--- config.mk ---
export PLATFORM = sky130hd
export DESIGN_NAME = key_count_bcd
export DESIGN_NICKNAME = d
export VERILOG_FILES = /design/src/rtl/key_count_bcd_pkg.sv /design/src/rtl/key_debounce.sv /design/src/rtl/key_count_bcd.sv
export SDC_FILE = /design/constraint.sdc
export NUM_CORES = 1
export LEC_CHECK = 0
export ABC_AREA = 1
export BUFFER_PORTS_ARGS = -buffer_cell sky130_fd_sc_hd__clkbuf_2
export CAP_MARGIN = 20
export CORE_UTILIZATION = 55
export DETAILED_ROUTE_END_ITERATION = 10
export PLACE_DENSITY = 0.75
export SYNTH_ARGS = -nofsm -noshare
export SYNTH_HDL_FRONTEND = slang
export SYNTH_HIERARCHICAL = 1
export SYNTH_SLANG_ARGS = --single-unit
--- constraint.sdc ---
create_clock -name clk -period 4.9 [get_ports clk]
set_input_delay 0.245 -clock clk [delete_from_list [all_inputs] [get_ports clk]]
set_output_delay 0.245 -clock clk [all_outputs]
set_load 0.01 [all_outputs]
--- src/rtl/key_count_bcd_pkg.sv ---
// Shared constants and types for the key/count/BCD front end.
// The segment table is only referenced when KEY_COUNT_BCD_SEG_EN is defined.
package key_count_bcd_pkg;

   localparam logic [3:0] DEF_IDLE_CODE = 4'h0;

   typedef logic [3:0] bcd_digit_t;

   // Active-low segments, bit0 = a ... bit6 = g
   localparam logic [6:0] SEG_BLANK = 7'b1111111;
   localparam logic [6:0] SEG_TABLE [10] = '{
      7'b1000000, 7'b1111001, 7'b0100100, 7'b0110000, 7'b0011001,
      7'b0010010, 7'b0000010, 7'b1111000, 7'b0000000, 7'b0010000
   };

   function automatic logic [6:0] seg_decode(input bcd_digit_t d);
      return (d <= 4'd9) ? SEG_TABLE[d] : SEG_BLANK;
   endfunction

endpackage

--- src/rtl/key_debounce.sv ---
// Debounce of one 4-bit key-code stream: sample register, saturating stability
// counter and debounced output that follows only after DEBOUNCE_CYCLES stable edges.
module key_debounce #(
   parameter int unsigned DEBOUNCE_CYCLES = 4,
   parameter logic [3:0]  IDLE_CODE       = 4'h0
) (
   input  logic       clk,
   input  logic       reset,
   input  logic [3:0] raw,
   output logic [3:0] db,
   output logic       chg
);

   localparam int CW = 16;

   logic [3:0]    sample;
   logic [CW-1:0] stab;
   logic          load;

   // The capture edge is the first stable edge, so the load fires when the
   // counter has seen DEBOUNCE_CYCLES-2 further matching edges.
   assign load = (raw == sample) && (stab == CW'(DEBOUNCE_CYCLES - 2));
   assign chg  = load && (sample != db) && (sample != IDLE_CODE);

   always_ff @(posedge clk or negedge reset) begin
      if (!reset) begin
         sample <= IDLE_CODE;
         stab   <= '0;
         db     <= IDLE_CODE;
      end else begin
         sample <= raw;
         if (raw != sample)
            stab <= '0;
         else if (stab != {CW{1'b1}})
            stab <= stab + 1'b1;
         if (load)
            db <= sample;
      end
   end

endmodule

--- src/rtl/key_count_bcd.sv ---
// Keypad front end: debounced command key with press strobe, quantity counter,
// and binary-to-BCD display digits. KEY_COUNT_BCD_SEG_EN adds 7-segment outputs.
module key_count_bcd
   import key_count_bcd_pkg::*;
#(
   parameter int unsigned DEBOUNCE_CYCLES = 4,
   parameter int unsigned COUNT_MAX       = 9,
   parameter logic [3:0]  IDLE_CODE       = DEF_IDLE_CODE
) (
   input  logic       clk,
   input  logic       reset,
   input  logic [3:0] key_raw,
   input  logic [3:0] cnt_raw,
   input  logic       clr_count,
   input  logic [7:0] bin_in,
   output logic [3:0] key_db,
   output logic       key_pulse,
   output logic [3:0] count,
   output logic [3:0] bcd_h,
   output logic [3:0] bcd_t,
   output logic [3:0] bcd_o
`ifdef KEY_COUNT_BCD_SEG_EN
  ,output logic [6:0] seg_h,
   output logic [6:0] seg_t,
   output logic [6:0] seg_o
`endif
);

   logic       key_chg, key_chg_q;
   logic [3:0] cnt_db;
   logic       cnt_chg;

   key_debounce #(.DEBOUNCE_CYCLES(DEBOUNCE_CYCLES), .IDLE_CODE(IDLE_CODE)) u_key_db (
      .clk(clk), .reset(reset), .raw(key_raw), .db(key_db), .chg(key_chg)
   );

   key_debounce #(.DEBOUNCE_CYCLES(DEBOUNCE_CYCLES), .IDLE_CODE(IDLE_CODE)) u_cnt_db (
      .clk(clk), .reset(reset), .raw(cnt_raw), .db(cnt_db), .chg(cnt_chg)
   );

   // Strobe lands one cycle after key_db shows the new code
   always_ff @(posedge clk or negedge reset) begin
      if (!reset) begin
         key_chg_q <= 1'b0;
         key_pulse <= 1'b0;
      end else begin
         key_chg_q <= key_chg;
         key_pulse <= key_chg_q;
      end
   end

   always_ff @(posedge clk or negedge reset) begin
      if (!reset)
         count <= 4'd0;
      else if (clr_count)
         count <= 4'd0;
      else if (cnt_chg && (cnt_db == IDLE_CODE))
         count <= (count == 4'(COUNT_MAX)) ? 4'd0 : count + 4'd1;
   end

   // Shift-add-3: 8 binary bits shifted up through three BCD nibbles
   logic [19:0] sh;
   always_comb begin
      sh = {12'd0, bin_in};
      for (int i = 0; i < 8; i++) begin
         if (sh[11:8]  >= 4'd5) sh[11:8]  = sh[11:8]  + 4'd3;
         if (sh[15:12] >= 4'd5) sh[15:12] = sh[15:12] + 4'd3;
         if (sh[19:16] >= 4'd5) sh[19:16] = sh[19:16] + 4'd3;
         sh = sh << 1;
      end
   end

   assign bcd_h = sh[19:16];
   assign bcd_t = sh[15:12];
   assign bcd_o = sh[11:8];

`ifdef KEY_COUNT_BCD_SEG_EN
   assign seg_h = seg_decode(bcd_h);
   assign seg_t = seg_decode(bcd_t);
   assign seg_o = seg_decode(bcd_o);
`endif

endmodule

==> results.env <==
GLOBALROUTEOVERFLOWTOTAL=0
DRT_PASS1_ITERATIONS=4
LAYOUT.NETS=632
POSTSYNTH.ASYNCRESETSHARE=1.00
SYNTHESIS.YOSYS.WARNINGS=6
AREAGROWTHSYNTHTOFINISH_PCT=9.29
POST_SYNTH_INST_COUNT=561
DIE_AREA_MM2=0.00755
FILLER_CELL_COUNT=610
YS_SEQ_ELEMENTS=54
HOLD_VIOL_FINAL=0
PLACE_HPWL_UM=6140
DR_TOTAL_VIAS=3492
ANTENNA_CELLS=0
CTS_MADE_BUFFERS=5
TIMING.MAX_SLEW.REL_SLACK=0.557
CRITICAL_PATH.STARTPOINT_TYPE='primary input'
ROUTE.DETAILED.VIAS_PER_INST=5.03
FINAL_MAX_TRAN_VIOLS=0
FINAL-SETUP-VIOL-COUNT=0
CRITICAL_PATH.REG2REG.ENDPOINT='count[0]$_DFFE_PN0P_'
POST_SYNTH.CELL_AREA_AVG_UM2=7.06
MAX_FREQ_GHz=0.227
INSERTION_DELAY_NS=0.31
H-TREE-DEPTH=2
NUMBER_OF_GLOBAL_ROUTE_VIAS_BEFORE_REPAIR=3389
DRIVE_ABOVE_1_SHARE=0.182
SYNTH-EDFF-COUNT=0
ANTENNA_FOUND_INITIAL=0
DIEHEIGHT_UM=86.9
CRITPATHMAXSTAGEDELAY_NS=0.24
INITIAL_CORE_UTIL=0.577
CLKSLEWWORSTSETUPHOLDPATHS_NS=0.09
MAX-VDD-IR-DROP_mV=0.213
CP.REQUIRED_NS=4.66
POST_SYNTH_MAIN_AREA_CONTRIBUTORS='sky130_fd_sc_hd__dfrtp_1, sky130_fd_sc_hd__nand2_1, sky130_fd_sc_hd__inv_1'
CTS.HOLD.BUFFERS_ADDED=0
NUMBER_OF_SETUP_BUFFERS_ADDED_AFTER_CTS=0
FF2FF_SETUP_SLACK_NS=2.79
PORT_BUFFERS=35
CRITICAL_PATH_BUF_INV_COUNT=9
AVGROUTEDWIREPERCELL_UM=11.5
SYNTH_AREA_MM2=0.00396
TIMING.CLOCK.SKEW_NS=0.0116
YOSYS-TOP-CELLS-COUNT='sky130_fd_sc_hd__nand2_1, sky130_fd_sc_hd__inv_1, sky130_fd_sc_hd__nor2_1'
SYNTH.MOST_COMMON_CELL='sky130_fd_sc_hd__nand2_1'
DESIGN_AREA_MM2=0.00433
CRIT_ARRIVAL_NS=4.17
CLOCK-SINKS=54
CORE_AREA_MM2=0.00687
FINALWEIGHTEDCONGESTION=0.836
MAXCAPVIOLCOUNT=0
SYNTH_SEQUENTIAL_AREA_RATIO=0.341
HOLDCRITPATHCLASS='in2async'
DRT.ANTENNA.VIOLATING_NETS=0
POST-ROUTE-MIN-PERIOD_NS=4.41
STATUS='completed'
MAX_SLEW.WORST_PIN.SLEW_NS=0.665
CLOCK_TREE.ROOT_CELL='sky130_fd_sc_hd__clkbuf_8'
DETAIL_ROUTE.DRC_VIOLATIONS=0
WORST_R2R_PATH_DEPTH=14
CRITPATHCAPTURETYPE='primary output'
CORE.ROWCOUNT=30
CELLPOWERDENSITY_mW_PER_MM2=249
CRITPATHKIND='in2out'
POSTPLACECELLAREA_MM2=0.00421
CHIPWIDTH_UM=86.9
WL_UM=7980
TOTAL_LEAKAGE_POWER_uW=0.00236
POST_CTS_RESIZED=0
CP_TOP_FAMILY='simple AND/OR/NAND/NOR gates'
REPORT.POWER.TOTAL_uW=1080
SLOWEST_STAGE='sky130_fd_sc_hd__ha_1'
CTS.PATH.MAX_BUFFERS=2
SYNTH-MAIN-FF-CELL='sky130_fd_sc_hd__dfrtp_1'
SYNTH_TOP_CELL_AREA_SHARE=0.341
SYNTH_UNIQUE_CELLS=32
GRT_FIRST_PASS_WIRELENGTH_UM=14100
LAYOUT_WORST_PATH_CYCLE_SHARE=0.900
GRT_USAGE=0.235
IO_PINS=40
SYNTH_TOP_AREA_CELL='sky130_fd_sc_hd__dfrtp_1'
DRT_ITER0_MARKERS=144
CRIT-REG2REG-LAUNCH='u_cnt_db/sample[1]$_DFF_PN0_'
CRITICAL_PATH.MAX_FANOUT=4
GRT_START_MAX_NET_PINS=55
CTS_TREE='done'
[kinds of logic after synthesis]
kind of cell,Yosys count,share of synthesized area
adders and majority gates,16,0.0505
other,1,0.000947
muxes,1,0.00253
and+or+nand+nor,328,0.383
AOI/OAI and AO/OA,49,0.0761
buffers and inverters,88,0.0922
DFF,54,0.341
xor gates and xnor gates,24,0.0531
[final cells by class]
type / count / area, um2 / share of cell area
repair buffers: 36 / 183 / 0.0422
well taps: 96 / 120 / 0.0277
clock buffers: 5 / 68.8 / 0.0159
clock inverters: 3 / 48.8 / 0.0113
flip-flops and latches: 54 / 1350 / 0.312
multi-input cells: 420 / 2250 / 0.520
inverters: 80 / 305 / 0.0705
[power breakdown]
group	leakage [uW]	internal (uW)	switching [uW]
clock network	0.0000563	156	153
logic	0.00157	110	200
registers	0.000735	452	8.92
[worst max-delay path by stage]
stage                     startpoint  endpoint  cells past startpoint
final                      bin_in[5]  bcd_h[0]                     31
after global routing       bin_in[5]  bcd_h[0]                     31
after CTS                  bin_in[5]  bcd_h[0]                     29
after detailed placement   bin_in[5]  bcd_h[0]                     29
after global placement     bin_in[5]  bcd_t[1]                     31
after floorplan            bin_in[5]  bcd_h[0]                     27
[layout by cell type, fill, tap and decap left out, drive strengths merged, types with 2 or more instances in the layout]
master,count
a21oi,2
clkbuf,40
conb,2
dfrtp,54
ha,16
inv,81
nand2,190
nand3,56
nand4,16
nor2,63
o211ai,2
o21ai,35
o21bai,6
o22ai,3
or2,2
xnor2,14
xor2,10
[flip-flops by register name (all words and copies together), names as in the netlist, 4 cells and up]
signal / count
u_cnt_db/stab: 16
count: 4
u_cnt_db/sample: 4
u_key_db/stab: 16
u_key_db/db: 4
u_cnt_db/db: 4
u_key_db/sample: 4
[through the flow]
| stage | worst slack, ns | utilization | hold slack (ns) | std cells | TNS [ns] |
|---|---|---|---|---|---|
| after global placement | 0.691 | 0.613 | 0.339 | 686 | 0 |
| after detailed placement | 0.339 | 0.613 | 0.344 | 686 | 0 |
| after global routing | -0.00713 | 0.630 | 0.0407 | 694 | -0.0116 |
| after floorplan | 1.03 | - | -0.0506 | 562 | 0 |
| after CTS | 0.338 | 0.630 | 0.0456 | 694 | 0 |
| final | 0.489 | 0.630 | 0.0404 | 694 | 0 |
[layer usage]
metal	GRT usage	share of wire	wire, um	vias to the layer above
li1	-	-	-	1841
met1	0.293	0.47	3770	1598
met2	0.419	0.49	3910	42
met3	0.0360	0.024	188	11
met4	0.0697	0.013	106	0
met5	0	0	0	-
Note: power is estimated with default switching activity, not from simulation.
